### config.mk
export PLATFORM = sky130hd
export DESIGN_NAME = spi_regs_master_mode0_flat
export DESIGN_NICKNAME = d
export VERILOG_FILES = /design/src/rtl/spi_regs_master_mode0_if.sv /design/src/rtl/spi_regs_master_mode0.sv /design/src/flat_wrapper.sv
export SDC_FILE = /design/constraint.sdc
export NUM_CORES = 1
export LEC_CHECK = 0
export BUFFER_PORTS_ARGS = -buffer_cell sky130_fd_sc_hd__clkbuf_2
export CAP_MARGIN = 20
export CORE_MARGIN = 3
export CORE_UTILIZATION = 25
export DETAILED_ROUTE_END_ITERATION = 16
export PLACE_DENSITY = 0.53
export REMOVE_ABC_BUFFERS = 1
export SETUP_SLACK_MARGIN = 0.2
export SYNTH_ARGS = -nofsm -noshare
export SYNTH_HDL_FRONTEND = slang
export SYNTH_SLANG_ARGS = --single-unit
export TNS_END_PERCENT = 1
### constraint.sdc
create_clock -name clk -period 2.7 [get_ports clk]
set_input_delay 0.54 -clock clk [delete_from_list [all_inputs] [get_ports clk]]
set_output_delay 0.54 -clock clk [all_outputs]
set_load 0.005 [all_outputs]
### src/rtl/spi_regs_master_mode0_if.sv
// Command-side bus of the SPI register-access initiator: one-cycle command strobe
// with its fields, plus the busy/done/rdata status returned to the requester.
interface spi_regs_master_mode0_if;
  logic       start;
  logic       rw;
  logic [6:0] addr;
  logic [7:0] wdata;
  logic       busy;
  logic       done;
  logic [7:0] rdata;

  modport master (output start, rw, addr, wdata, input busy, done, rdata);
  modport slave  (input start, rw, addr, wdata, output busy, done, rdata);
endinterface

### src/rtl/spi_regs_master_mode0.sv
// SPI mode-0 initiator issuing one 16-bit register frame (rw, addr[6:0], data[7:0])
// per accepted command; SCLK is clk divided by 2*CLK_DIV, read byte returned in rdata.
module spi_regs_master_mode0 #(
  parameter int CLK_DIV    = 4,
  parameter int GAP_HALVES = 2
) (
  input  logic                    clk,
  input  logic                    rst_n,
  spi_regs_master_mode0_if.slave  cmd,
  output logic                    ss_n,
  output logic                    sclk,
  output logic                    mosi,
  input  logic                    miso
);
  localparam int CW      = $clog2(CLK_DIV + 1);
  localparam int GAP_CYC = GAP_HALVES * CLK_DIV - 1;
  localparam int GW      = $clog2(GAP_HALVES * CLK_DIV + 1);
  localparam logic [CW-1:0] DIV_LAST = CW'(CLK_DIV - 1);
  localparam logic [GW-1:0] GAP_LAST = GW'((GAP_CYC > 0) ? GAP_CYC - 1 : 0);

  typedef enum logic [2:0] {ST_IDLE, ST_SETUP, ST_XFER, ST_END, ST_GAP} state_t;

  state_t         state_reg, state_next;
  logic [CW-1:0]  cnt_reg, cnt_next;
  logic [GW-1:0]  gap_cnt_reg, gap_cnt_next;
  logic [4:0]     bit_cnt_reg, bit_cnt_next;
  logic [15:0]    shift_reg, shift_next;
  logic [7:0]     rx_reg, rx_next;
  logic           rw_reg, rw_next;
  logic           ss_n_reg, ss_n_next;
  logic           sclk_reg, sclk_next;
  logic           mosi_reg, mosi_next;
  logic           busy_reg, busy_next;
  logic           done_reg, done_next;
  logic [7:0]     rdata_reg, rdata_next;

  always_ff @(posedge clk or negedge rst_n) begin
    if (!rst_n) begin
      state_reg   <= ST_IDLE;
      cnt_reg     <= '0;
      gap_cnt_reg <= '0;
      bit_cnt_reg <= '0;
      shift_reg   <= '0;
      rx_reg      <= '0;
      rw_reg      <= 1'b0;
      ss_n_reg    <= 1'b1;
      sclk_reg    <= 1'b0;
      mosi_reg    <= 1'b0;
      busy_reg    <= 1'b0;
      done_reg    <= 1'b0;
      rdata_reg   <= '0;
    end else begin
      state_reg   <= state_next;
      cnt_reg     <= cnt_next;
      gap_cnt_reg <= gap_cnt_next;
      bit_cnt_reg <= bit_cnt_next;
      shift_reg   <= shift_next;
      rx_reg      <= rx_next;
      rw_reg      <= rw_next;
      ss_n_reg    <= ss_n_next;
      sclk_reg    <= sclk_next;
      mosi_reg    <= mosi_next;
      busy_reg    <= busy_next;
      done_reg    <= done_next;
      rdata_reg   <= rdata_next;
    end
  end

  always_comb begin
    state_next   = state_reg;
    cnt_next     = cnt_reg;
    gap_cnt_next = gap_cnt_reg;
    bit_cnt_next = bit_cnt_reg;
    shift_next   = shift_reg;
    rx_next      = rx_reg;
    rw_next      = rw_reg;
    ss_n_next    = ss_n_reg;
    sclk_next    = sclk_reg;
    mosi_next    = mosi_reg;
    busy_next    = busy_reg;
    done_next    = 1'b0;
    rdata_next   = rdata_reg;

    case (state_reg)
      ST_IDLE: begin
        if (cmd.start && !busy_reg) begin
          state_next   = ST_SETUP;
          ss_n_next    = 1'b0;
          busy_next    = 1'b1;
          rw_next      = cmd.rw;
          shift_next   = {cmd.rw, cmd.addr, cmd.rw ? 8'h00 : cmd.wdata};
          mosi_next    = cmd.rw;
          cnt_next     = '0;
          bit_cnt_next = '0;
        end
      end
      ST_SETUP: begin
        if (cnt_reg == DIV_LAST) begin
          cnt_next   = '0;
          state_next = ST_XFER;
          sclk_next  = 1'b1;
          rx_next    = {rx_reg[6:0], miso};
        end else begin
          cnt_next = cnt_reg + 1'b1;
        end
      end
      ST_XFER: begin
        if (cnt_reg == DIV_LAST) begin
          cnt_next = '0;
          if (sclk_reg) begin
            // Falling edge: present the next bit; zeros shift in, so mosi ends at 0.
            sclk_next    = 1'b0;
            bit_cnt_next = bit_cnt_reg + 5'd1;
            mosi_next    = shift_reg[14];
            shift_next   = {shift_reg[14:0], 1'b0};
          end else if (bit_cnt_reg == 5'd16) begin
            state_next = ST_END;
            ss_n_next  = 1'b1;
            done_next  = 1'b1;
            if (rw_reg) begin
              rdata_next = rx_reg;
            end
          end else begin
            // Rising edge: only the last eight samples survive in rx_reg.
            sclk_next = 1'b1;
            rx_next   = {rx_reg[6:0], miso};
          end
        end else begin
          cnt_next = cnt_reg + 1'b1;
        end
      end
      ST_END: begin
        gap_cnt_next = '0;
        if (GAP_CYC == 0) begin
          state_next = ST_IDLE;
          busy_next  = 1'b0;
        end else begin
          state_next = ST_GAP;
        end
      end
      ST_GAP: begin
        if (gap_cnt_reg == GAP_LAST) begin
          state_next = ST_IDLE;
          busy_next  = 1'b0;
        end else begin
          gap_cnt_next = gap_cnt_reg + 1'b1;
        end
      end
      default: state_next = ST_IDLE;
    endcase
  end

  assign ss_n      = ss_n_reg;
  assign sclk      = sclk_reg;
  assign mosi      = mosi_reg;
  assign cmd.busy  = busy_reg;
  assign cmd.done  = done_reg;
  assign cmd.rdata = rdata_reg;
endmodule

### src/flat_wrapper.sv
// flat-port wrapper written by rule: the top's interface ports become plain ports
module spi_regs_master_mode0_flat 
#(
  parameter int CLK_DIV    = 4,
  parameter int GAP_HALVES = 2
)
  (clk, rst_n, ss_n, sclk, mosi, miso, cmd_start, cmd_rw, cmd_addr, cmd_wdata, cmd_busy, cmd_done, cmd_rdata);
  spi_regs_master_mode0_if cmd_i ();
  input  logic clk;
  input  logic rst_n;
  output logic ss_n;
  output logic sclk;
  output logic mosi;
  input  logic miso;
  input wire logic [$bits(cmd_i.start)-1:0] cmd_start;
  input wire logic [$bits(cmd_i.rw)-1:0] cmd_rw;
  input wire logic [$bits(cmd_i.addr)-1:0] cmd_addr;
  input wire logic [$bits(cmd_i.wdata)-1:0] cmd_wdata;
  output wire logic [$bits(cmd_i.busy)-1:0] cmd_busy;
  output wire logic [$bits(cmd_i.done)-1:0] cmd_done;
  output wire logic [$bits(cmd_i.rdata)-1:0] cmd_rdata;
  assign cmd_i.start = cmd_start;
  assign cmd_i.rw = cmd_rw;
  assign cmd_i.addr = cmd_addr;
  assign cmd_i.wdata = cmd_wdata;
  assign cmd_busy = cmd_i.busy;
  assign cmd_done = cmd_i.done;
  assign cmd_rdata = cmd_i.rdata;
  spi_regs_master_mode0 #(.CLK_DIV(CLK_DIV), .GAP_HALVES(GAP_HALVES)) u_core (.clk(clk), .rst_n(rst_n), .cmd(cmd_i), .ss_n(ss_n), .sclk(sclk), .mosi(mosi), .miso(miso));
endmodule
==> results of run 1 <==
critical path: cells and delay by family, from the launching register on:
family / cells / cell delay (ns)
and+or+nand+nor: 2 / 0.55
muxes: 1 / 0.20
DFF: 1 / 0.63
AOI/OAI and AO/OA: 1 / 0.52
buffers and inverters: 1 / 0.27
final cells by class:
cell class,instances,area share (%)
clock buffer,5,2.31
clock inverter,3,0.925
inverter,12,1.51
multi-input combinational,158,38.1
sequential,52,43.8
tap,133,5.59
timing repair buffer,40,7.82
kinds of logic (layout without fill, tap and decap cells):
family	Yosys count	count (layout)	share of synthesized area, %
fa+ha+maj	5	5	2.46
buf+inv	27	60	4.62
simple gates	80	80	17.6
compound gates	34	34	7.81
xor+xnor	5	5	1.72
mux	34	34	14.6
flops	52	52	51.1
worst max-delay path by stage:
stage	start	endpoint	slack (ns)
final	u_core.state_reg[1]$_DFFE_PN0P_	u_core.shift_reg[7]$_DFFE_PN0P_	0.46
after global routing	u_core.state_reg[1]$_DFFE_PN0P_	u_core.shift_reg[6]$_DFFE_PN0P_	0.28
after CTS	u_core.state_reg[1]$_DFFE_PN0P_	u_core.shift_reg[7]$_DFFE_PN0P_	0.45
after detailed placement	u_core.state_reg[1]$_DFFE_PN0P_	u_core.shift_reg[6]$_DFFE_PN0P_	0.49
after global placement	u_core.state_reg[1]$_DFFE_PN0P_	u_core.shift_reg[6]$_DFFE_PN0P_	0.55
after floorplan	u_core.state_reg[2]$_DFFE_PN0P_	u_core.bit_cnt_reg[3]$_DFFE_PN0P_	0.24
per-stage QoR:
step,util (%),cells
after floorplan,-,222
after global placement,29.3,395
after detailed placement,29.3,395
after CTS,30.3,403
after global routing,30.3,403
final,30.3,403
cell usage in the layout (no fill, tap or decap), drive strengths merged, types with 2 or more instances in the layout:
master  Yosys  final
dfrtp      51     51
clkbuf      7     37
mux2       26     26
nand2      26     26
nor2       13     13
a21oi      13     13
inv        12     13
o21ai      10     10
mux2i       8      8
nor3b       8      8
buf         8      8
and3        5      5
nand4       5      5
xor2        5      5
ha          5      5
nand2b      4      4
nand3b      4      4
nor2b       3      3
nand3       3      3
nor3        3      3
o211ai      2      2
o31ai       2      2
nor4b       2      2
layer usage:
| layer | wire [um] | share of wire [%] | vias to the layer above |
|---|---|---|---|
| li1 | - | - | 886 |
| met1 | 2480 | 49 | 860 |
| met2 | 2310 | 46 | 26 |
| met3 | 197 | 3.9 | 4 |
| met4 | 42 | 0.84 | 0 |
| met5 | 0 | 0 | - |
synth_stat cells, types with 2 or more instances:
master / instances / area [um2]
buf_1: 2 / 7.51
nand2b_1: 4 / 25.0
o21ai_0: 9 / 45.0
a21oi_1: 13 / 65.1
and3_1: 5 / 31.3
nand2_1: 25 / 93.8
clkbuf_1: 7 / 26.3
o31ai_1: 2 / 15.0
o211ai_1: 2 / 15.0
nand4_1: 5 / 31.3
nor2_1: 13 / 48.8
nor2b_1: 3 / 18.8
nor3b_1: 8 / 60.1
mux2i_1: 8 / 80.1
mux2_2: 25 / 282
dfrtp_1: 51 / 1280
nor3_1: 3 / 15.0
nand3_1: 3 / 15.0
xor2_1: 5 / 43.8
buf_2: 4 / 20.0
ha_1: 5 / 62.6
nand3b_1: 4 / 30.0
inv_1: 12 / 45.0
power groups by stage:
stage / Combinational [mW] / Sequential (mW) / Clock (mW)
global route: 0.0562 / 0.780 / 0.524
detailed placement: 0.0505 / 0.795 / 0
CTS: 0.0507 / 0.780 / 0.483
finish: 0.0477 / 0.779 / 0.464
global placement: 0.0505 / 0.795 / 0
floorplan: 0.0120 / 0.795 / 0
==> flow_metrics.py, run 1 <==
metrics = {
    "sta": {
        "setup_violations": 0,
        "setup_tns_ns": 0,
        "fmax_mhz": 445,
        "clock_skew_ns": 0.00730,
        "period_minus_slack_ns": 2.24,
        "fin_crit_sh_pct": 83.1,
        "rsz0062_at_grt": "no",
        "slew_headroom_pct": 54.2,
        "tightestPinTransition_ns": 0.686,
        "whs_ns": 0.262,
        "hold_violations": 0,
        "fin_ws_ns": 0.455,
        "slew_violations": 0,
    },
    "logic_synthesis": {
        "avgSynthCellArea_um2": 10.7,
        "synthFlopType": "dfrtp_1",
        "syn-cell-area_mm2": 0.00255,
        "ys_ff_latch": 52,
        "synth_edf_count": 0,
        "async_flop_share_pct": 100,
        "synthCells": 237,
        "synth_cell_type_count": 42,
        "yosys_warnings": 0,
        "yosysSeqAreaShare_pct": 51.1,
    },
    "global_routing": {
        "antenna_found_initial": 0,
        "grt.total_usage_pct": 9.48,
        "grt_start_max_net_pins": 29,
        "globalRouteMet3Util_pct": 2.29,
        "grt_use_met2_pct": 15.5,
        "grt_pass1_wl_mm": 8.74,
        "grt-busiest-layer": "met2",
        "grt_pass1_vias": 1806,
        "grt-ovfl-total": 0,
        "met1_usage_pct": 12.6,
    },
    "detailed_routing": {
        "drc": 0,
        "vias_per_cell": 4.41,
        "vias": 1776,
        "drt_iter0_markers": 79,
        "wl_mm": 5.02,
        "routedWlPerCell_um": 12.5,
        "firstDrtPassIters": 4,
        "ant_nets": 0,
    },
    "clock_tree": {
        "cts.sinks": 52,
        "cts_setup_buffers": 0,
        "cts_tree": "built",
        "path_clk_slew_ns": 0.10,
        "cts_buffer_depth": 2,
        "cts_made_buffers": 5,
        "hold_buffers": 0,
        "cts_resized": 0,
        "cts-htree-levels": 2,
        "cts_root_buf": "clkbuf_8",
        "clk-insertion-delay-late_ns": 0.30,
    },
    "finish": {
        "multi_input_area_mm2": 0.00113,
        "nNetsFinal": 294,
        "drive_gt1_share_pct": 28.9,
        "antenna_cells": 0,
        "ff_latch_area_mm2": 0.00130,
        "fill_cells": 1045,
        "stdcell_area_mm2": 0.00298,
        "area_growth_pct": 16.8,
        "largest_reg_flops": 15,
    },
    "floorplanning": {
        "io_pins": 33,
        "die_w_um": 107,
        "dieArea_mm2": 0.0114,
        "core-area_mm2": 0.00982,
        "rows": 36,
        "die_h_um": 107,
        "start_util_pct": 25.9,
    },
    "power_and_ir_drop": {
        "p_comb_share_pct": 3.7,
        "clkPwrFrac_pct": 35.9,
        "intPower_mw": 0.990,
        "p_per_area_mw_per_mm2": 434,
        "power.total_mw": 1.29,
        "seqPwrFrac_pct": 60.4,
        "p_sw_mw": 0.301,
        "irDropWorstVdd_uv": 184,
        "leakage_nw": 1.45,
        "swShare_pct": 23.3,
    },
    "placed_design": {
        "dp_slack_ns": 0.491,
        "dp_hpwl_mm": 3.63,
        "post_dp_cell_area_mm2": 0.00288,
        "gp_congestion": 0.735,
        "port_buffers": 32,
    },
    "worst_setup_path": {
        "rr_worst_depth": 5,
        "worstPathArrival_ns": 2.47,
        "r2r_slack_ns": 0.46,
        "rr_endpoint": "u_core.shift_reg[7]$_DFFE_PN0P_",
        "cp.required_ns": 2.93,
        "cp_slowest_cell": "dfrtp_1",
        "critical_path_class": "reg2reg",
        "worstPathMaxFanout": 15,
        "cp-end-kind": "flip-flop",
        "r2r-start": "u_core.state_reg[1]$_DFFE_PN0P_",
        "crit_path_max_incr_delay_ns": 0.63,
        "crit_chain": "or3b_1, nor2_1, o22a_1, buf_4, mux2i_1",
        "critPathLaunchType": "flip-flop",
    },
    "job": {
        "drv_cap": 0,
    },
    "run_status": {
        "status": "finished, final reports clean",
    },
    "worst_hold_path": {
        "min-delay-path-class": "in2async",
    },
}
Note: power is estimated with default switching activity, not from simulation.
==> run 2, diff against run 1 <==
clock period = 2.17 ns   (was 2.7 ns; I/O delays follow)
==> flow_metrics.py, run 2 (synthesis results as in run 1) <==
metrics = {
    "run_status": {
        "status": "finished, final reports clean",
    },
    "job": {
        "drv_cap": 0,
    },
    "placed_design": {
        "dp_slack_ns": 0.140,
        "port_buffers": 32,
        "dp_hpwl_mm": 3.57,
        "gp_congestion": 0.748,
        "dp.cells": 401,
    },
    "detailed_routing": {
        "ant_nets": 0,
        "drc": 0,
        "vias_per_cell": 4.39,
        "routedWlPerCell_um": 12.3,
        "wl_mm": 5.02,
        "drt_iter0_markers": 67,
        "vias": 1797,
        "firstDrtPassIters": 4,
    },
    "finish": {
        "final_cell_mix": "dfrtp_1 (51), clkbuf_2 (32), mux2_2 (25), nand2_1 (25)",
        "layout_commonest_cell": "dfrtp_1",
        "fill_cells": 1064,
        "multi_input_area_mm2": 0.00114,
        "antenna_cells": 0,
        "area_growth_pct": 18.8,
        "largest_reg_flops": 15,
        "ff_latch_area_mm2": 0.00130,
        "fin_cells": 409,
        "nNetsFinal": 300,
        "drive_gt1_share_pct": 31.5,
    },
    "clock_tree": {
        "cts_tree": "built",
        "cts_buffer_depth": 2,
        "cts-htree-levels": 2,
        "cts_root_buf": "clkbuf_8",
        "cts_made_buffers": 5,
        "path_clk_slew_ns": 0.10,
        "clk-insertion-delay-late_ns": 0.31,
        "cts.sinks": 52,
        "cts_setup_buffers": 0,
    },
    "worst_setup_path": {
        "critPathLaunchType": "flip-flop",
        "worstPathMaxFanout": 14,
        "worstPathArrival_ns": 2.03,
        "critical_path_class": "reg2reg",
        "cp.required_ns": 2.36,
        "cp-end-kind": "flip-flop",
    },
    "floorplanning": {
        "die_h_um": 107,
        "start_util_pct": 25.9,
        "die_w_um": 107,
        "io_pins": 33,
        "dieArea_mm2": 0.0114,
        "core-area_mm2": 0.00982,
        "rows": 36,
    },
    "sta": {
        "clock_skew_ns": 0.0141,
        "tightestPinTransition_ns": 0.534,
        "slew_violations": 0,
        "fin_crit_sh_pct": 84.8,
        "rsz0062_at_grt": "no",
        "setup_violations": 0,
        "fmax_mhz": 543,
        "hold_violations": 0,
        "period_minus_slack_ns": 1.84,
        "fin_ws_ns": 0.329,
        "slew_headroom_pct": 64.4,
    },
    "global_routing": {
        "grt_pass1_wl_mm": 8.39,
        "grt_use_met2_pct": 14.4,
        "grt-ovfl-total": 0,
        "grt_pass1_vias": 1765,
        "antenna_found_initial": 0,
        "grt-busiest-layer": "met2",
        "met1_usage_pct": 12.2,
        "globalRouteMet3Util_pct": 2.23,
        "grt.total_usage_pct": 8.95,
        "grt_start_max_net_pins": 36,
    },
    "worst_hold_path": {
        "min-delay-path-class": "in2async",
    },
    "power_and_ir_drop": {
        "leakage_nw": 1.48,
        "p_per_area_mw_per_mm2": 525,
        "power.total_mw": 1.59,
        "irDropWorstVdd_uv": 255,
    },
}
[run 2: cell types whose count changed in the layout (fill, tap and decap cells not counted), sizes merged]
cell / change
buf: +6
[run 2: path summary, 6_finish.rpt]
path                                                  from                         endpoint  slack [ns]  cells after the start
max                        u_core.state_reg[0]$_DFFE_PN0P_  u_core.shift_reg[9]$_DFFE_PN0P_        0.33                      6
min                                                  rst_n    u_core.cnt_reg[2]$_DFFE_PN0P_        0.09                      1
max reg2reg                u_core.state_reg[0]$_DFFE_PN0P_  u_core.shift_reg[9]$_DFFE_PN0P_        0.33                      6
min reg2reg                        u_core.mosi$_DFFE_PN0P_          u_core.mosi$_DFFE_PN0P_        0.50                      1
max in group asynchronous                            rst_n          u_core.ss_n$_DFFE_PN1P_        1.45                      2
min in group clk                                      miso     u_core.rx_reg[0]$_DFFE_PN0P_        0.36                      2
[run 2: metal layers]
metal | part of all wire, % | vias to the layer above | wire [um]
met5 | 0 | - | 0
li1 | - | 897 | -
met1 | 49 | 861 | 2470
met4 | 0.70 | 0 | 35
met2 | 46 | 34 | 2330
met3 | 3.6 | 5 | 183
[run 2: metrics by stage]
stage                     utilization, %  instance area, um2  TNS [ns]  hold slack [ns]
after floorplan                        -                2470     -3.71            0.138
after global placement              29.8                2920         0            0.443
after detailed placement            29.8                2920         0            0.440
after CTS                           30.7                3020         0           0.0998
after global routing                30.8                3030         0            0.115
final                               30.8                3030         0           0.0914
[run 2: timing repair]
item	in CTS	in global routing
hold buffers	0	0
resized for setup	1	3
endpoints found under the setup margin	8	14
[run 2: cell type report]
type,instances,area share [%]
flip-flops and latches,52,43.0
multi-input cells,158,37.7
repair buffers,46,9.30
well taps,133,5.50
clock buffers,5,2.27
inverters,12,1.49
clock inverters,3,0.703
[run 2: critical path, cell delays in order (launching register included)]
cell and delay, ns:
dfrtp_1 0.46, buf_4 0.21, nor2_1 0.13, and3_1 0.23
o22a_1 0.16, buf_6 0.18, mux2_2 0.35
[run 2: power by group]
part	total, mW	switching [mW]	internal, mW
clock network	0.562	0.332	0.230
registers	0.970	0.000606	0.969
logic	0.0580	0.0328	0.0252
